## config.mk

```make
export PLATFORM = sky130hd
export DESIGN_NAME = fir_tap_booth_mult
export DESIGN_NICKNAME = d
export VERILOG_FILES = /design/src/rtl/fir_tap_booth_mult.sv
export SDC_FILE = /design/constraint.sdc
export NUM_CORES = 1
export LEC_CHECK = 0
export ABC_AREA = 1
export BUFFER_PORTS_ARGS = -buffer_cell sky130_fd_sc_hd__buf_4
export CAP_MARGIN = 20
export CORE_ASPECT_RATIO = 1.1
export CORE_MARGIN = 4
export CORE_UTILIZATION = 50
export DETAILED_ROUTE_END_ITERATION = 6
export PLACE_DENSITY = 0.72
export SLEW_MARGIN = 5
export SYNTH_ARGS = -nofsm -noshare
export SYNTH_HDL_FRONTEND = slang
export SYNTH_SLANG_ARGS = --single-unit
```

## constraint.sdc

```tcl
create_clock -name clk -period 8.5 [get_ports clk]
set_clock_uncertainty 0.2 [all_clocks]
set_input_delay 0 -clock clk [delete_from_list [all_inputs] [get_ports clk]]
set_output_delay 0 -clock clk [all_outputs]
set_load 0.1 [all_outputs]
```

## src/rtl/fir_tap_booth_mult.sv

```systemverilog
// ----------------------------------------------------------------------------
// fir_tap_booth_mult
//
// Sequential radix-2 Booth signed multiplier for one FIR tap product
// (sample x coefficient). One Booth step per clock. The result is presented
// with a one-cycle load strobe for the downstream tap product delay register.
//
// Ports:
//   clk           clock, rising edge
//   rst           asynchronous, active-high reset
//   start         request a multiply; sampled only while idle
//   sample_in     signed sample operand, captured on accept
//   coeff_in      signed coefficient operand, captured on accept
//   busy          high while a multiply is running or completing
//   done          one-cycle pulse, product_out newly valid
//   ld_delay_out  delay-register load strobe, same timing as done
//   product_out   signed full-precision product, held until next completion
// ----------------------------------------------------------------------------
module fir_tap_booth_mult #(
    parameter int DATAWIDTH     = 16,
    parameter int PRODUCT_WIDTH = 2 * DATAWIDTH
) (
    input  logic                     clk,
    input  logic                     rst,
    input  logic                     start,
    input  logic [DATAWIDTH-1:0]     sample_in,
    input  logic [DATAWIDTH-1:0]     coeff_in,
    output logic                     busy,
    output logic                     done,
    output logic                     ld_delay_out,
    output logic [PRODUCT_WIDTH-1:0] product_out
);

    localparam int CW = $clog2(DATAWIDTH);
    localparam logic [CW-1:0] LastStep = CW'(DATAWIDTH - 1);

    typedef enum logic [1:0] {
        StIdle = 2'd0,
        StRun  = 2'd1,
        StDone = 2'd2
    } state_t;

    state_t                     r_state;
    state_t                     w_state_nxt;
    logic [DATAWIDTH-1:0]       r_mcand;
    logic [DATAWIDTH:0]         r_acc;    // one guard bit: A +/- M never overflows
    logic [DATAWIDTH-1:0]       r_q;
    logic                       r_qm1;
    logic [CW-1:0]              r_cnt;
    logic [PRODUCT_WIDTH-1:0]   r_product;
    logic                       r_done;

    logic [DATAWIDTH:0]         w_m_ext;
    logic [DATAWIDTH:0]         w_sum;
    logic [DATAWIDTH:0]         w_acc_sh;
    logic [DATAWIDTH-1:0]       w_q_sh;
    logic                       w_last;

    // Booth step: add/subtract by {Q[0], q_-1}, then arithmetic shift of {A,Q,q_-1}.
    always_comb begin
        w_m_ext = {r_mcand[DATAWIDTH-1], r_mcand};
        case ({r_q[0], r_qm1})
            2'b01:   w_sum = r_acc + w_m_ext;
            2'b10:   w_sum = r_acc - w_m_ext;
            default: w_sum = r_acc;
        endcase
        w_acc_sh = {w_sum[DATAWIDTH], w_sum[DATAWIDTH:1]};
        w_q_sh   = {w_sum[0], r_q[DATAWIDTH-1:1]};
        w_last   = (r_cnt == LastStep);
    end

    always_comb begin
        w_state_nxt = r_state;
        case (r_state)
            StIdle:  if (start) w_state_nxt = StRun;
            StRun:   if (w_last) w_state_nxt = StDone;
            StDone:  w_state_nxt = StIdle;
            default: w_state_nxt = StIdle;
        endcase
    end

    always_ff @(posedge clk or posedge rst) begin
        if (rst) begin
            r_state <= StIdle;
        end else begin
            r_state <= w_state_nxt;
        end
    end

    always_ff @(posedge clk or posedge rst) begin
        if (rst) begin
            r_mcand   <= '0;
            r_acc     <= '0;
            r_q       <= '0;
            r_qm1     <= 1'b0;
            r_cnt     <= '0;
            r_product <= '0;
            r_done    <= 1'b0;
        end else begin
            // done is registered from the next-state decode so it is glitch-free
            // and coincides exactly with the DONE state.
            r_done <= (w_state_nxt == StDone);
            case (r_state)
                StIdle: begin
                    if (start) begin
                        r_mcand <= coeff_in;
                        r_acc   <= '0;
                        r_q     <= sample_in;
                        r_qm1   <= 1'b0;
                        r_cnt   <= '0;
                    end
                end
                StRun: begin
                    r_acc <= w_acc_sh;
                    r_q   <= w_q_sh;
                    r_qm1 <= r_q[0];
                    r_cnt <= r_cnt + CW'(1);
                    if (w_last) begin
                        r_product <= {w_acc_sh[DATAWIDTH-1:0], w_q_sh};
                    end
                end
                default: ;
            endcase
        end
    end

    assign busy         = (r_state != StIdle);
    assign done         = r_done;
    assign ld_delay_out = r_done;
    assign product_out  = r_product;

endmodule

```

==> impl_metrics.env, run 1 <==
export IMPL_period_share_pct=38.79
export IMPL_crit_path_frequent_cell="nand2_1"
export IMPL_cts_setup_buffers=0
export IMPL_r2r_cells=17
export IMPL_dieHeight_um=112.4
export IMPL_wl_mm=12.18
export IMPL_portBuffers=69
export IMPL_core_rowCount=37
export IMPL_slowest_delay_ps=400
export IMPL_cp_max_fo=12
export IMPL_cp_num_cells=17
export IMPL_syn_inst=633
export IMPL_drtAntennaViolNets=0
export IMPL_max_freq_mhz=303.3
export IMPL_max_slew_margin_pct=36.13
export IMPL_slowest_stage="ha_1"
export IMPL_drtIter0Drc=158
export IMPL_drc=0
export IMPL_end_kind="flip-flop"
export IMPL_wl_per_cell_um=14.28
export IMPL_cts_tree="built"
export IMPL_die_area_mm2=0.01156
export IMPL_crit_type="reg2reg"
export IMPL_min_period_ps=3297
export IMPL_cts_hold_fix_buffers=38
export IMPL_htree_levels=3
export IMPL_syn2layout_area_growth_pct=23.42
export IMPL_viasPerCell=5.144
export IMPL_synth_warnings=0
export IMPL_crit_chain="inv_1 -> ha_1 -> clkinv_1 -> o31ai_1 -> xor2_1 -> inv_1 -> ha_1 -> nand2_1 -> inv_1 -> a21oi_1 -> nand2_2 -> nand3_1 -> nand2_1 -> xnor2_1 -> nand2_1 -> nand2_1 -> o21ai_1"
export IMPL_drtPass1Iterations=4
export IMPL_setup_viol=0
export IMPL_cp_start_kind="flip-flop"
export IMPL_worstPathArrival_ps=3330
export IMPL_seq_area_frac_synth_pct=44.47
export IMPL_maxCapViolations=0
export IMPL_grtUsageTotal_pct=22.60
export IMPL_start_util_pct=52.18
export IMPL_syn_nets=688
export IMPL_path_delay_family="adder cells"
export IMPL_ys_types=46
export IMPL_dp_hpwl_mm=8.480
export IMPL_synthArstFlopShare_pct=100.0
export IMPL_die_w_um=102.9
export IMPL_drive_above_1_share_pct=15.63
export IMPL_clkTransAtPathRegs_ps=90
export IMPL_timing_hold_violations_final=0
export IMPL_clockBufferDepth=2
export IMPL_rsz0062_at_grt="false"
export IMPL_antenna_found_initial=0
export IMPL_insertion_delay_ps=370
export IMPL_tns_ps=0
export IMPL_synth_area_mm2=0.004952
export IMPL_avgSynthCellArea_um2=7.823
export IMPL_grt_pass1_vias=4376
export IMPL_synth_edff_count=0
export IMPL_grt_pass1_wl_mm=20.73
export IMPL_dominantRegCellSynth="dfrtp_1"
export IMPL_drv_slew=0
export IMPL_worst_slew_pin_slew_ps=955.7
export IMPL_fin_util_pct=64.40
export IMPL_nFillCells=801
export IMPL_vias=4388
export IMPL_synth_seq_cells=88
export IMPL_gp_congestion=0.8590
export IMPL_status="completed"
export IMPL_post_cts_resize_count=0
export IMPL_fin_nets=786
export IMPL_grt_overflow=0
export IMPL_grt_max_degree=89
export IMPL_diodes=0
export IMPL_cts_sinks=88
export IMPL_whs_ps=52.71
export IMPL_numCtsBuffers=9
export IMPL_clock_root_buffer="clkbuf_8"
export IMPL_core_area_mm2=0.009490
export IMPL_crit_required_ps=8540
export IMPL_hold_path_class="in2async"
export IMPL_path_buf_inv=4
export IMPL_num_io_pins=70
[final timing paths]
path,from,end,slack [ps]
hold reg to reg,r_cnt[3],r_cnt[3],280
max in group asynchronous,rst,product_out[26],7430
hold / removal,rst,product_out[13],50
setup reg to reg,r_qm1,r_acc[11],5200
setup / recovery,r_qm1,r_acc[11],5200
min in group clk,coeff_in[8],r_mcand[8],180
[tightest hold or removal path, delay by kind of cell]
family	cells	cell delay (ps)
buf+inv	4	1040
[through the flow]
| step | setup slack [ps] | instances | cell area, um^2 |
|---|---|---|---|
| after floorplan | 5821 | 633 | 4952 |
| after global placement | 5211 | 798 | 5502 |
| after detailed placement | 5224 | 798 | 5502 |
| after CTS | 5187 | 852 | 6085 |
| after global routing | 4875 | 853 | 6112 |
| final | 5203 | 853 | 6112 |
[cells in the mapped netlist (3+ instances only)]
master,number,area share [%]
o211ai_1,7,1.1
buf_2,9,0.91
nand2_1,196,15
xor2_1,15,2.7
o21ai_2,4,0.71
inv_2,4,0.30
ha_1,19,4.8
o21ai_1,9,0.91
buf_6,3,0.68
a21oi_1,23,2.3
dfrtp_1,88,44
nand2_2,3,0.38
nand3_1,37,3.7
inv_1,71,5.4
nand4_1,4,0.51
o21ai_0,48,4.9
a22oi_1,4,0.61
or2_2,4,0.51
nor2_1,38,2.9
clkbuf_1,7,0.53
nor2_2,3,0.38
o31ai_1,3,0.45
a31oi_1,3,0.38
[cell usage in the layout, fill, tap and decap left out, drive strengths merged, types with 2 or more instances in the layout]
cell type    netlist  final
nand3b             2      2
o21ai             61     61
nand3             39     39
a31oi              3      3
ha                19     19
clkinvlp           0      2
inv               76     77
dfrtp             88     88
xnor2              2      2
or2                4      4
clkinv             2      5
nand2            199    199
nor2              44     44
o211ai             7      7
buf               15     71
o31ai              4      4
a21oi             23     23
nor3               3      3
o21bai             2      2
clkbuf             7      9
dlygate4sd3        0     38
xor2              15     15
a22oi              4      4
nand4              5      5
[cell type report]
class / count / area, um^2 / share of cell area, %
tap: 117 / 146.4 / 2.395
clock inverter: 7 / 78.83 / 1.290
sequential: 88 / 2202 / 36.03
clock buffer: 9 / 123.9 / 2.027
inverter: 78 / 296.5 / 4.852
multi-input combinational: 445 / 2331 / 38.14
timing repair buffer: 109 / 933.4 / 15.27
[metal layers]
metal / routed length [um] / vias to the layer above / track usage [%]
met2: 5950 / 95 / 36.50
met3: 558 / 16 / 5.904
met5: 0 / - / 0
li1: - / 2234 / -
met4: 180 / 0 / 5.959
met1: 5495 / 2043 / 30.04
[sequential cells by signal, indices dropped and copies added, names as in the netlist]
| register | count |
|---|---|
| r_cnt | 4 |
| done | 1 |
| r_state | 2 |
| r_acc | 16 |
| r_q | 16 |
| r_qm1 | 1 |
| r_mcand | 16 |
| product_out | 32 |
[logic make-up (layout without fill, tap and decap cells)]
| logic type | count (synthesis) | after routing | share of synthesized area [%] |
|---|---|---|---|
| adders and majority gates | 20 | 20 | 5.205 |
| xor gates and xnor gates | 17 | 17 | 3.007 |
| buffers and inverters | 100 | 203 | 8.464 |
| and+or+nand+nor | 298 | 298 | 26.02 |
| AOI/OAI and AO/OA | 109 | 109 | 12.63 |
| muxes | 1 | 1 | 0.2021 |
| DFF | 88 | 88 | 44.47 |
Power of run 1 is not shown: default switching activity piles up to over one toggle a cycle in this logic, so the estimate is an artifact.
==> inputs of run 2 (changes only) <==
ABC_AREA = 0   (was 1)
PLACE_DENSITY = 0.75   (was 0.72)
clock period = 3 ns   (was 8.5 ns; I/O delays follow)
==> run 2 against run 1 <==
Net effect: critical path depth shrank 6; the flow now finishes with violations (negative setup slack); final area rose by 14%; core utilization increased by 11 points; flip-flop and latch count did not move; register-to-register slack worse by 5600 ps; via count rose by 5.8%; worst hold slack improved by 14 ps.
==> impl_metrics.env, run 2 <==
export IMPL_status="complete, but fails checks"
export IMPL_failed_checks="negative setup slack"
export IMPL_hold_path_class="in2reg"
export IMPL_cp_start_kind="flip-flop"
export IMPL_rsz0062_at_grt="true"
export IMPL_gr_usage_met2_pct=42.94
export IMPL_drtIter0Drc=436
export IMPL_synth_warnings=0
export IMPL_cts_tree="built"
export IMPL_grtUsageTotal_pct=24.98
export IMPL_crit_start="r_mcand[2]"
export IMPL_drive_above_1_share_pct=36.34
export IMPL_core_rowCount=37
export IMPL_synth_top_area_cell="dfrtp_1"
export IMPL_max_slew_margin_pct=26.32
export IMPL_core_area_mm2=0.009305
export IMPL_min_period_ps=3440
export IMPL_critPathCapture="r_acc[15]"
export IMPL_clockBufferDepth=2
export IMPL_final_common_cell="buf_4"
export IMPL_die_w_um=101.0
export IMPL_dp_hpwl_mm=9.010
export IMPL_largest_reg_flops=32
export IMPL_netlist_top_cells_area="dfrtp_1, nand2_1, o21ai_0"
export IMPL_clkTransAtPathRegs_ps=90
export IMPL_antenna_found_initial=0
export IMPL_worst_slew_pin_slew_ps=1103
export IMPL_end_kind="flip-flop"
export IMPL_grt_max_degree=51
export IMPL_drtAntennaViolNets=0
export IMPL_clock_root_buffer="clkbuf_8"
export IMPL_nFillCells=589
export IMPL_wl_mm=14.79
export IMPL_setup_viol=20
export IMPL_final_cell_mix="buf_4, nand2_1, dfrtp_1"
export IMPL_synth_top_area_share_pct=46.33
export IMPL_die_area_mm2=0.01113
export IMPL_synth_edff_count=0
export IMPL_numCtsBuffers=9
export IMPL_portBuffers=69
export IMPL_viasPerCell=5.769
export IMPL_avgSynthCellArea_um2=9.394
export IMPL_fin_nets=738
export IMPL_ys_types=55
export IMPL_dominantRegCellSynth="dfrtp_1"
export IMPL_cp_max_fo=3
export IMPL_yosysMostFrequentCell="nand2_1"
export IMPL_hp_start="start"
export IMPL_r2r_start="r_mcand[2]"
export IMPL_drtPass1Iterations=5
export IMPL_drc=0
export IMPL_synth_area_mm2=0.004753
export IMPL_whs_ps=67.10
export IMPL_period_share_pct=114.7
export IMPL_grt_overflow=0
export IMPL_cts_sinks=88
export IMPL_crit_type="reg2reg"
export IMPL_diodes=0
export IMPL_timing_hold_violations_final=0
export IMPL_tns_ps=-3122
export IMPL_wl_per_cell_um=18.37
export IMPL_grt_pass1_vias=4618
export IMPL_r2r_cells=11
export IMPL_gp_congestion=0.8575
export IMPL_syn_nets=561
export IMPL_rrSetupSlack_ps=-440
export IMPL_vias=4644
export IMPL_seq_area_frac_synth_pct=46.33
export IMPL_grt_pass1_wl_mm=21.85
export IMPL_syn_inst=506
export IMPL_max_freq_mhz=290.7
export IMPL_grt_busiest_layer="met2"
export IMPL_fin_ws_ps=-440.4
export IMPL_syn2layout_area_growth_pct=46.80
export IMPL_use_met3_pct=4.468
export IMPL_crit_required_ps=3100
export IMPL_dieHeight_um=110.3
export IMPL_netlist_top_cells_count="nand2_1, dfrtp_1, o21ai_0"
export IMPL_synthArstFlopShare_pct=100.0
export IMPL_synth_seq_cells=88
export IMPL_htree_levels=3
export IMPL_maxCapViolations=0
export IMPL_worstPathArrival_ps=3540
export IMPL_fin_util_pct=74.99
export IMPL_start_util_pct=51.08
export IMPL_drv_slew=0
export IMPL_num_io_pins=70
export IMPL_insertion_delay_ps=370
export IMPL_grt_use_met1_pct=30.29
export IMPL_rr_endpoint="r_acc[15]"
[run 2: worst max-delay path, stage by stage, from the launching register on]
cell and delay, ps:
dfrtp_1 390, nor3_2 210, nand3b_1 190, o21bai_1 220, xor2_1 170, ha_1 270
a2111o_1 420, o211a_4 280, a221oi_2 300, mux2_4 340, or3_4 330, o21ai_2 60
[run 2: logic make-up after synthesis]
kind of cell / Yosys count / share of synthesized area (%)
flops: 88 / 46.33
compound gates: 135 / 18.24
xor+xnor: 27 / 4.975
fa+ha+maj: 20 / 5.423
buf+inv: 38 / 3.106
simple gates: 175 / 16.48
mux: 23 / 5.449
[run 2: how the worst min path moves through the flow]
stage	endpoint	slack, ps	cells after the start
2_1_floorplan	r_mcand[0]	-80	2
3_3_place_gp	r_mcand[4]	-90	2
3_5_place_dp	r_mcand[4]	-70	2
4_1_cts	r_q[15]	50	5
5_1_grt	r_q[15]	100	5
6_report	r_q[15]	70	5
[run 2: what timing repair did]
item                                    in CTS  in global routing
endpoints found under the setup margin      15                 22
hold buffers                                43                  0
pin swaps                                   16                 45
resized for setup                           31                 52
hold endpoints to repair                    70                  0
setup buffers                                5                 13
[run 2: area by class of cell]
class	count	area, um^2	area share, %
multi-input combinational	380	2764	39.61
sequential	88	2202	31.56
timing repair buffer	192	1612	23.09
tap	117	146.4	2.098
clock buffer	9	123.9	1.775
clock inverter	7	83.83	1.201
inverter	12	46.29	0.6634
[run 2: metrics by stage]
step / instance area (um^2) / setup slack, ps / cells
2_1_floorplan: 4811 / -255.0 / 506
3_3_place_gp: 5851 / -324.7 / 730
3_5_place_dp: 5851 / -437.6 / 730
4_1_cts: 6659 / -330.7 / 794
5_1_grt: 6978 / -665.5 / 805
6_report: 6978 / -440.4 / 805
[run 2: routing by layer]
layer	vias to the layer above	part of all wire [%]	wire [um]
met5	-	0	0
met3	59	5.1	755
met4	0	4.3	641
met2	201	52	7638
met1	2276	39	5748
li1	2108	-	-
Power of run 2 is left out for the same reason.
==> inputs of run 3 (changes only) <==
REMOVE_ABC_BUFFERS = 1   (was unset)
==> run 3 against run 2 <==
Net effect: the run still ends with negative setup slack left; worst hold slack got worse by 52 ps; setup slack got worse by 40 ps; die area did not move; flip-flop and latch count did not move; register-to-register slack got worse by 40 ps; non-clock buffer count rose by 2; critical path type unchanged; first-iteration DRC count fell by 28%; critical endpoint unchanged; maximum frequency fell by 1.2%; core utilization fell by 1.1 points; via count fell by 2.3%.
==> impl_metrics.env, run 3 (synthesized netlist as in run 2, its figures left out) <==
export IMPL_crit_type="reg2reg"
export IMPL_setup_viol=18
export IMPL_r2r_cells=11
export IMPL_drv_slew=0
export IMPL_drtPass1Iterations=5
export IMPL_wl_mm=14.09
export IMPL_portBuffers=69
export IMPL_cts_sinks=88
export IMPL_cts_tree="built"
export IMPL_max_slew_margin_pct=52.34
export IMPL_maxCapViolations=0
export IMPL_insertion_delay_ps=380
export IMPL_timing_hold_violations_final=0
export IMPL_clock_root_buffer="clkbuf_8"
export IMPL_max_freq_mhz=287.3
export IMPL_r2r_start="r_mcand[2]"
export IMPL_dp_hpwl_mm=8.462
export IMPL_worst_slew_pin_slew_ps=714.8
export IMPL_num_io_pins=70
export IMPL_fin_cells=806
export IMPL_syn2layout_area_growth_pct=44.62
export IMPL_worstPathArrival_ps=3590
export IMPL_drtAntennaViolNets=0
export IMPL_crit_required_ps=3110
export IMPL_rsz0062_at_grt="true"
export IMPL_drtIter0Drc=316
export IMPL_dieHeight_um=110.3
export IMPL_antenna_found_initial=0
export IMPL_wl_per_cell_um=17.48
export IMPL_core_area_mm2=0.009305
export IMPL_diodes=0
export IMPL_min_period_ps=3481
export IMPL_hold_path_class="in2async"
export IMPL_clockBufferDepth=2
export IMPL_die_w_um=101.0
export IMPL_final_cell_mix="buf_4, nand2_1, dfrtp_1"
export IMPL_start_util_pct=51.08
export IMPL_drc=0
export IMPL_cp_start_kind="flip-flop"
export IMPL_grt_pass1_wl_mm=20.86
export IMPL_gp_congestion=0.8803
export IMPL_grt_pass1_vias=4481
export IMPL_clkTransAtPathRegs_ps=100
export IMPL_die_area_mm2=0.01113
export IMPL_grt_overflow=0
export IMPL_largest_reg_flops=32
export IMPL_numCtsBuffers=9
export IMPL_failed_checks="negative setup slack"
export IMPL_slowest_stage="a2111o_1"
export IMPL_whs_ps=14.90
export IMPL_slowest_delay_ps=430
export IMPL_htree_levels=3
export IMPL_rrSetupSlack_ps=-480
export IMPL_status="complete, but fails checks"
export IMPL_viasPerCell=5.632
export IMPL_period_share_pct=116.0
export IMPL_fin_ws_ps=-480.6
export IMPL_end_kind="flip-flop"
export IMPL_crit_chain="nor3_2 -> nand3b_1 -> o21bai_1 -> xor2_1 -> ha_1 -> a2111o_1 -> o211a_4 -> a221oi_2 -> mux2_4 -> or3_4 -> o21ai_2"
export IMPL_post_place_cells=734
export IMPL_grtUsageTotal_pct=23.58
export IMPL_core_rowCount=37
export IMPL_vias=4539
export IMPL_final_common_cell="buf_4"
export IMPL_grt_max_degree=35
export IMPL_drive_above_1_share_pct=36.72
export IMPL_fin_nets=740
export IMPL_cp_max_fo=3
export IMPL_rr_endpoint="r_acc[15]"
## run 3: cell type report
| cell class | instances | area [um^2] |
|---|---|---|
| Clock inverter | 6 | 52.55 |
| Sequential cell | 88 | 2202 |
| Timing Repair Buffer | 194 | 1584 |
| Clock buffer | 9 | 123.9 |
| Multi-Input combinational cell | 380 | 2719 |
| Fill cell | 612 | 2431 |
| Tap cell | 117 | 146.4 |
| Inverter | 12 | 46.29 |
## run 3: worst max path at each step
stage | start | to | slack, ps | cells after the start
after detailed placement | r_mcand[2] | r_acc[15] | -430 | 13
after CTS | r_mcand[2] | r_acc[15] | -370 | 11
after global routing | r_mcand[0] | r_acc[15] | -620 | 11
after global placement | r_mcand[0] | r_acc[15] | -310 | 13
final | r_mcand[2] | r_acc[15] | -480 | 11
after floorplan | r_mcand[2] | r_acc[15] | -410 | 13
## run 3: critical path: cells and delay by family, from the launching register on
family | cells | cell delay (ps)
xor+xnor | 1 | 170
simple gates | 3 | 740
mux | 1 | 350
fa+ha+maj | 1 | 270
compound gates | 5 | 1290
flops | 1 | 400
## run 3: timing repair
item	4_1_cts	5_1_grt
resized for setup	37	47
hold endpoints to repair	84	0
pin swaps	27	21
setup endpoints to repair	22	24
cloned	0	0
buffers inserted	6	16
hold buffers	36	0
## run 3: through the flow
step	worst slack [ps]	setup TNS, ps	area (um^2)	util (%)
2_1_floorplan	-409.0	-1323	4651	-
3_3_place_gp	-311.0	-2569	5831	62.66
3_5_place_dp	-434.3	-3953	5831	62.66
4_1_cts	-366.3	-1932	6559	70.49
5_1_grt	-623.0	-6630	6874	73.87
6_report	-480.6	-3554	6874	73.87
## run 3: layer usage
metal | global-route usage (%) | wire (um) | part of all wire [%] | vias up
met1 | 29.79 | 5590 | 40 | 2196
met5 | 0 | 0 | 0 | -
met2 | 42.14 | 7227 | 51 | 189
met4 | 7.123 | 374 | 2.7 | 0
li1 | - | - | - | 2116
met3 | 3.084 | 893 | 6.3 | 38
Power of run 3 is left out for the same reason.
